### src/rtl/dpad_pkg.sv
// Shared constants and types for the d-pad / button conditioning block.
package dpad_pkg;

  // Button channel indices
  localparam int BTN_RIGHT = 0;
  localparam int BTN_DOWN  = 1;
  localparam int BTN_UP    = 2;
  localparam int BTN_LEFT  = 3;
  localparam int BTN_A     = 4;
  localparam int BTN_B     = 5;

  // Default timing for a 27 MHz clock
  localparam int         N_BTN_DEF           = 6;
  localparam int         DEBOUNCE_CYCLES_DEF = 270000;    // 10 ms
  localparam int         REPEAT_DELAY_DEF    = 10800000;  // 400 ms
  localparam int         REPEAT_PERIOD_DEF   = 2700000;   // 100 ms
  localparam logic [5:0] REPEAT_MASK_DEF     = 6'b001111; // d-pad repeats, A/B do not

  // Per-channel auto-repeat state
  typedef enum logic [1:0] {IDLE, DELAY, REPEAT, HELD} rpt_state_t;

  function automatic int max_int(input int a, input int b);
    return (a > b) ? a : b;
  endfunction

endpackage

### src/rtl/dpad_btn_chan.sv
// One button channel: 2-flop synchroniser, debounce, press/release pulses
// and the auto-repeat step generator.
module dpad_btn_chan
  import dpad_pkg::*;
#(
  parameter int DEBOUNCE_CYCLES = DEBOUNCE_CYCLES_DEF,
  parameter int REPEAT_DELAY    = REPEAT_DELAY_DEF,
  parameter int REPEAT_PERIOD   = REPEAT_PERIOD_DEF
) (
  input  logic clk,
  input  logic rst,
  input  logic btn_n,
  input  logic repeat_en,
  output logic pressed,
  output logic press_pulse,
  output logic release_pulse,
  output logic step_pulse
);

  localparam int DW = $clog2(DEBOUNCE_CYCLES + 1);
  localparam int RW = $clog2(max_int(REPEAT_DELAY, REPEAT_PERIOD) + 1);

  localparam logic [DW-1:0] DCNT_LAST = DW'(DEBOUNCE_CYCLES - 1);
  localparam logic [RW-1:0] DLY_LAST  = RW'(REPEAT_DELAY - 1);
  localparam logic [RW-1:0] PER_LAST  = RW'(REPEAT_PERIOD - 1);

  logic          r_sync1, r_sync2;
  logic          w_s;
  logic [DW-1:0] r_dcnt;
  logic          r_pressed, r_press_pulse, r_release_pulse;
  logic          w_differ, w_accept, w_acc_press, w_acc_rel;

  rpt_state_t    r_state, w_state_nx;
  logic [RW-1:0] r_rcnt, w_rcnt_nx;
  logic          r_step, w_step_nx;

  // Synchronise the raw input; reset value 1 means "released"
  always_ff @(posedge clk) begin
    if (rst) begin
      r_sync1 <= 1'b1;
      r_sync2 <= 1'b1;
    end else begin
      r_sync1 <= btn_n;
      r_sync2 <= r_sync1;
    end
  end

  assign w_s         = ~r_sync2;
  assign w_differ    = (w_s != r_pressed);
  assign w_accept    = w_differ && (r_dcnt == DCNT_LAST);
  assign w_acc_press = w_accept && !r_pressed;
  assign w_acc_rel   = w_accept &&  r_pressed;

  // Debounce: accept a change after DEBOUNCE_CYCLES consecutive differing samples
  always_ff @(posedge clk) begin
    if (rst) begin
      r_dcnt          <= '0;
      r_pressed       <= 1'b0;
      r_press_pulse   <= 1'b0;
      r_release_pulse <= 1'b0;
    end else begin
      if (!w_differ || w_accept) r_dcnt <= '0;
      else                       r_dcnt <= r_dcnt + 1'b1;
      if (w_accept) r_pressed <= ~r_pressed;
      r_press_pulse   <= w_acc_press;
      r_release_pulse <= w_acc_rel;
    end
  end

  // Repeat FSM state, counter and registered step pulse
  always_ff @(posedge clk) begin
    if (rst) begin
      r_state <= IDLE;
      r_rcnt  <= '0;
      r_step  <= 1'b0;
    end else begin
      r_state <= w_state_nx;
      r_rcnt  <= w_rcnt_nx;
      r_step  <= w_step_nx;
    end
  end

  // Repeat FSM next state; an accepted release overrides any pending expiry
  always_comb begin
    w_state_nx = r_state;
    w_rcnt_nx  = r_rcnt;
    w_step_nx  = 1'b0;
    if (w_acc_rel) begin
      w_state_nx = IDLE;
      w_rcnt_nx  = '0;
    end else begin
      case (r_state)
        IDLE: begin
          if (w_acc_press) begin
            w_step_nx  = 1'b1;
            w_rcnt_nx  = '0;
            w_state_nx = repeat_en ? DELAY : HELD;
          end
        end
        DELAY: begin
          if (r_rcnt == DLY_LAST) begin
            w_step_nx  = 1'b1;
            w_rcnt_nx  = '0;
            w_state_nx = REPEAT;
          end else begin
            w_rcnt_nx = r_rcnt + 1'b1;
          end
        end
        REPEAT: begin
          if (r_rcnt == PER_LAST) begin
            w_step_nx = 1'b1;
            w_rcnt_nx = '0;
          end else begin
            w_rcnt_nx = r_rcnt + 1'b1;
          end
        end
        HELD: ;
        default: begin
          w_state_nx = IDLE;
          w_rcnt_nx  = '0;
        end
      endcase
    end
  end

  assign pressed       = r_pressed;
  assign press_pulse   = r_press_pulse;
  assign release_pulse = r_release_pulse;
  assign step_pulse    = r_step;

endmodule

### src/rtl/dpad_input.sv
// Button conditioning top: one independent channel per button, plus any_pressed.
module dpad_input
  import dpad_pkg::*;
#(
  parameter int               N_BTN           = N_BTN_DEF,
  parameter int               DEBOUNCE_CYCLES = DEBOUNCE_CYCLES_DEF,
  parameter int               REPEAT_DELAY    = REPEAT_DELAY_DEF,
  parameter int               REPEAT_PERIOD   = REPEAT_PERIOD_DEF,
  parameter logic [N_BTN-1:0] REPEAT_MASK     = N_BTN'(REPEAT_MASK_DEF)
) (
  input  logic             clk,
  input  logic             rst,
  input  logic [N_BTN-1:0] btn_n,
  output logic [N_BTN-1:0] pressed,
  output logic [N_BTN-1:0] press_pulse,
  output logic [N_BTN-1:0] release_pulse,
  output logic [N_BTN-1:0] step_pulse,
  output logic             any_pressed
);

  for (genvar i = 0; i < N_BTN; i++) begin : g_chan
    dpad_btn_chan #(
      .DEBOUNCE_CYCLES (DEBOUNCE_CYCLES),
      .REPEAT_DELAY    (REPEAT_DELAY),
      .REPEAT_PERIOD   (REPEAT_PERIOD)
    ) u_chan (
      .clk           (clk),
      .rst           (rst),
      .btn_n         (btn_n[i]),
      .repeat_en     (REPEAT_MASK[i]),
      .pressed       (pressed[i]),
      .press_pulse   (press_pulse[i]),
      .release_pulse (release_pulse[i]),
      .step_pulse    (step_pulse[i])
    );
  end

  // OR of registered levels; no path from btn_n
  assign any_pressed = |pressed;

endmodule
### config.mk
export PLATFORM = sky130hd
export DESIGN_NAME = dpad_input
export DESIGN_NICKNAME = d
export VERILOG_FILES = /design/src/rtl/dpad_pkg.sv /design/src/rtl/dpad_btn_chan.sv /design/src/rtl/dpad_input.sv
export SDC_FILE = /design/constraint.sdc
export NUM_CORES = 1
export LEC_CHECK = 0
export BUFFER_PORTS_ARGS = -buffer_cell sky130_fd_sc_hd__buf_4
export CAP_MARGIN = 20
export CORE_MARGIN = 5
export CORE_UTILIZATION = 30
export DETAILED_ROUTE_END_ITERATION = 6
export PLACE_DENSITY_LB_ADDON = 0.12
export SLEW_MARGIN = 20
export SYNTH_ARGS = -nofsm -noshare
export SYNTH_HDL_FRONTEND = slang
export SYNTH_SLANG_ARGS = --single-unit
### constraint.sdc
create_clock -name clk -period 4.6 [get_ports clk]
set_input_delay 0.46 -clock clk [delete_from_list [all_inputs] [get_ports clk]]
set_output_delay 0.46 -clock clk [all_outputs]
set_load 0.02 [all_outputs]
==> metrics <==
result of the run=finished, final reports clean; total routed wire length on the met1 layer=approximately 18 mm; Initial Util=a little under a third; area of the placeable core=roughly 50,000 µm²; final-report max-slew violation count=0; sequential element share of the synthesized area=40.3%; power density over cell area=about 340 nW/µm²; DIE HEIGHT=about 240 µm; LEAKAGE=around 5.6 nW; slew margin rel.=29.5%; all-layer global routing usage=between 10% and 20%; Peak supply drop=0.000204 V; Post-synth ARST share=0%; routed wire length on met2=16.2 mm; remaining number of nets flagged by the antenna check after routing=0; gate count after technology mapping=approximately 1,800; Yosys Warn Count=0; placement row count=82; DRC violation count after routing=0; total congestion overflow=0; Highest Clock Rate=0.338 GHz; first-pass GRT wire length=~62 mm; mean instance size in the synthesized netlist=~8.4 µm²; crit start category=register; Worst-path clk slew=approximately 0.06 ns; layout net count=about 1,800; Final Worst Setup Slack=1.64 ns; hold violation count in the final report=0; count of flip-flops with a built-in enable after synthesis=0; flip-flop and latch count after synthesis=306; routed wire length=36.3 mm; Hold/Removal Path Class=primary input to register; fin crit period=2.96 ns; DPL Wire Length=approximately 25 mm; Least-Margin Pin Slew=1.06 ns; critical path peak fanout=16; most used cells in the layout excluding fill and tap cells=306 x dfxtp_1, 259 x nor2_1, 143 x nand2_1; Die Wd=around 240 µm; register share of total power=between 40% and 50%; Layout fillers=between 5,000 and 6,000; depth of the CTS H-tree=2; proportion of power drawn by the clock network=between 50 and 60%; antenna violations before repair=0; area of the mapped netlist=about 15,000 µm²; post-synthesis to final-layout area growth=13.4%; Final Cycle Share=around 64%; post-CTS setup repair buffer count=0; RSZ-0062 raised after global routing=no; number of buffers inserted during clock tree synthesis=39; post-placement cell count=approximately 2,400; number of antenna repair diodes=0; Avg WL per Cell=14.5 µm; routability-driven placement congestion ratio=just under 0.8; routed length on met3=~1.5 mm; number of vias per cell=~5.0; nature of the critical path endpoint=register; number of failing setup endpoints in the final timing report=0; placement-stage worst setup slack=~1.6 ns; Via Count=12,600; cell area reported after detailed placement=15,900 µm²; Worst Path Class, Setup=register to register; filler-free cell count of the finished design=about 2,500; CTS Root Cell=clkbuf_16; Buffers on Ports=32; cts repair resizes=0; Max-cap violations=0; uppermost layer routed=met4; pin count of the biggest net entering global routing=36; Die Area=between 50,000 and 60,000 µm²; sw frac=a little over a fifth; Netlist cell types=84; fraction of power consumed by combinational cells=1.4%; drt first pass iters=5; Req. time, crit path=between 4 and 5 ns; net load switching power=0.00126 W; arrival time of data at the critical path endpoint=around 3.4 ns; share of cells above drive strength 1=approximately 8.2%; number of DRC markers after the initial detailed-route iteration=between 700 and 800; vias in the first global route=roughly 12,000; insertion delay of the later-clocked pin in the worst-skew pair=0.56 ns; internal power=approximately 0.0046 W; final non-filler cell area=roughly 17,000 µm²; most common flop cell mapped by yosys=dfxtp_1; Fin Setup TNS=0 ns; Boundary Pins=33; commonest non-fill, non-tap cell in the layout=dfxtp_1; hold-fix buffers at CTS=0; setup skew after layout=about 0.014 ns; TritonCTS clock tree=yes; largest buffer count on any clock path=3; Synthesized Nets=roughly 1,800; clock sink total=a little over 300
## kinds of logic (layout without fill, tap and decap cells)
group	after synthesis	count (layout)	share of synthesized area [%]
compound gates	228	228	10.5
xor+xnor	176	176	10.1
fa+ha+maj	36	36	2.96
buf+inv	121	151	3.95
flops	306	306	40.3
mux	1	1	0.0658
simple gates	934	934	32.1
## critical path, stage by stage, from the launching register on
cell and delay [ns]:
dfxtp_1 0.36, or4b_1 0.53, nor4_1 0.35, a41oi_1 0.20
o21a_1 0.42, o21ai_1 0.85, nor2_1 0.11
## final timing paths
path	slack, ns	cells after the start	endpoint	startpoint
min	0.1	2	g_chan[3].u_chan.r_sync1	btn_n[3]
max reg2reg	1.64	6	g_chan[4].u_chan.r_rcnt[8]	g_chan[4].u_chan.r_rcnt[5]
max	1.64	6	g_chan[4].u_chan.r_rcnt[8]	g_chan[4].u_chan.r_rcnt[5]
min reg2reg	0.41	1	g_chan[0].u_chan.r_sync2	g_chan[0].u_chan.r_sync1
## sequential cells by signal, indices dropped and copies added, names as in the netlist
| register | cells |
|---|---|
| g_chan.u_chan.r_sync2 | 6 |
| g_chan.u_chan.r_rcnt | 144 |
| g_chan.u_chan.r_dcnt | 114 |
| g_chan.u_chan.r_sync1 | 6 |
| g_chan.u_chan.release_pulse | 6 |
| g_chan.u_chan.pressed | 6 |
| g_chan.u_chan.step_pulse | 6 |
| g_chan.u_chan.press_pulse | 6 |
| g_chan.u_chan.r_state | 12 |
## through the flow
| step | total power, W | hold slack, ns | util (%) |
|---|---|---|---|
| floorplan | 0.00278 | 0.389 | - |
| global placement | 0.00281 | 0.391 | 31.7 |
| detailed placement | 0.00281 | 0.393 | 31.7 |
| CTS | 0.00605 | 0.0505 | 34.4 |
| global route | 0.00617 | 0.0709 | 34.4 |
| finish | 0.00591 | 0.0984 | 34.4 |
## final cells by class
class | instances | area [µm²] | share of cell area [%]
clock buffers | 62 | 1200 | 6.98
clock inverters | 9 | 138 | 0.798
inverters | 38 | 143 | 0.827
multi-input cells | 1375 | 8480 | 49.2
flip-flops and latches | 306 | 6130 | 35.5
well taps | 672 | 841 | 4.87
repair buffers | 42 | 315 | 1.83
## power by group through the flow
| stage | clock network (W) | logic [W] | registers [W] |
|---|---|---|---|
| 6_report | 0.00316 | 0.0000836 | 0.00266 |
| 5_1_grt | 0.00341 | 0.0000949 | 0.00266 |
| 4_1_cts | 0.00330 | 0.0000865 | 0.00266 |
| 3_5_place_dp | 0 | 0.0000864 | 0.00272 |
| 3_3_place_gp | 0 | 0.0000871 | 0.00272 |
| 2_1_floorplan | 0 | 0.0000600 | 0.00272 |
## per-layer routing
layer	up-vias	GRT usage (%)
met5	-	0
met3	48	2.58
met4	0	3.93
li1	6451	-
met1	5907	17.8
met2	186	20.6
## synth_stat cells (11+ instances only)
cell | count | share of area, %
or2_2 | 19 | 0.78
a211oi_1 | 11 | 0.54
nand3_1 | 108 | 3.6
xor2_1 | 107 | 6.2
nand2_1 | 143 | 3.5
nor4b_1 | 12 | 0.69
buf_4 | 24 | 1.2
and2_1 | 26 | 1.1
nand2b_1 | 16 | 0.66
nor3_1 | 43 | 1.4
o21ai_0 | 33 | 1.1
and3_1 | 62 | 2.6
nor4_1 | 31 | 1.3
buf_2 | 12 | 0.39
nand4b_1 | 14 | 0.81
nor2_1 | 259 | 6.4
xnor2_1 | 69 | 4.0
inv_1 | 38 | 0.94
or3_1 | 22 | 0.91
clkbuf_1 | 38 | 0.94
a22oi_1 | 16 | 0.79
a21oi_1 | 52 | 1.7
ha_1 | 36 | 3.0
dfxtp_1 | 306 | 40
and4_1 | 20 | 1.2
a31oi_1 | 12 | 0.49
nand4_1 | 94 | 3.9
o31ai_1 | 27 | 1.3
(Power assumes the default switching activity.)
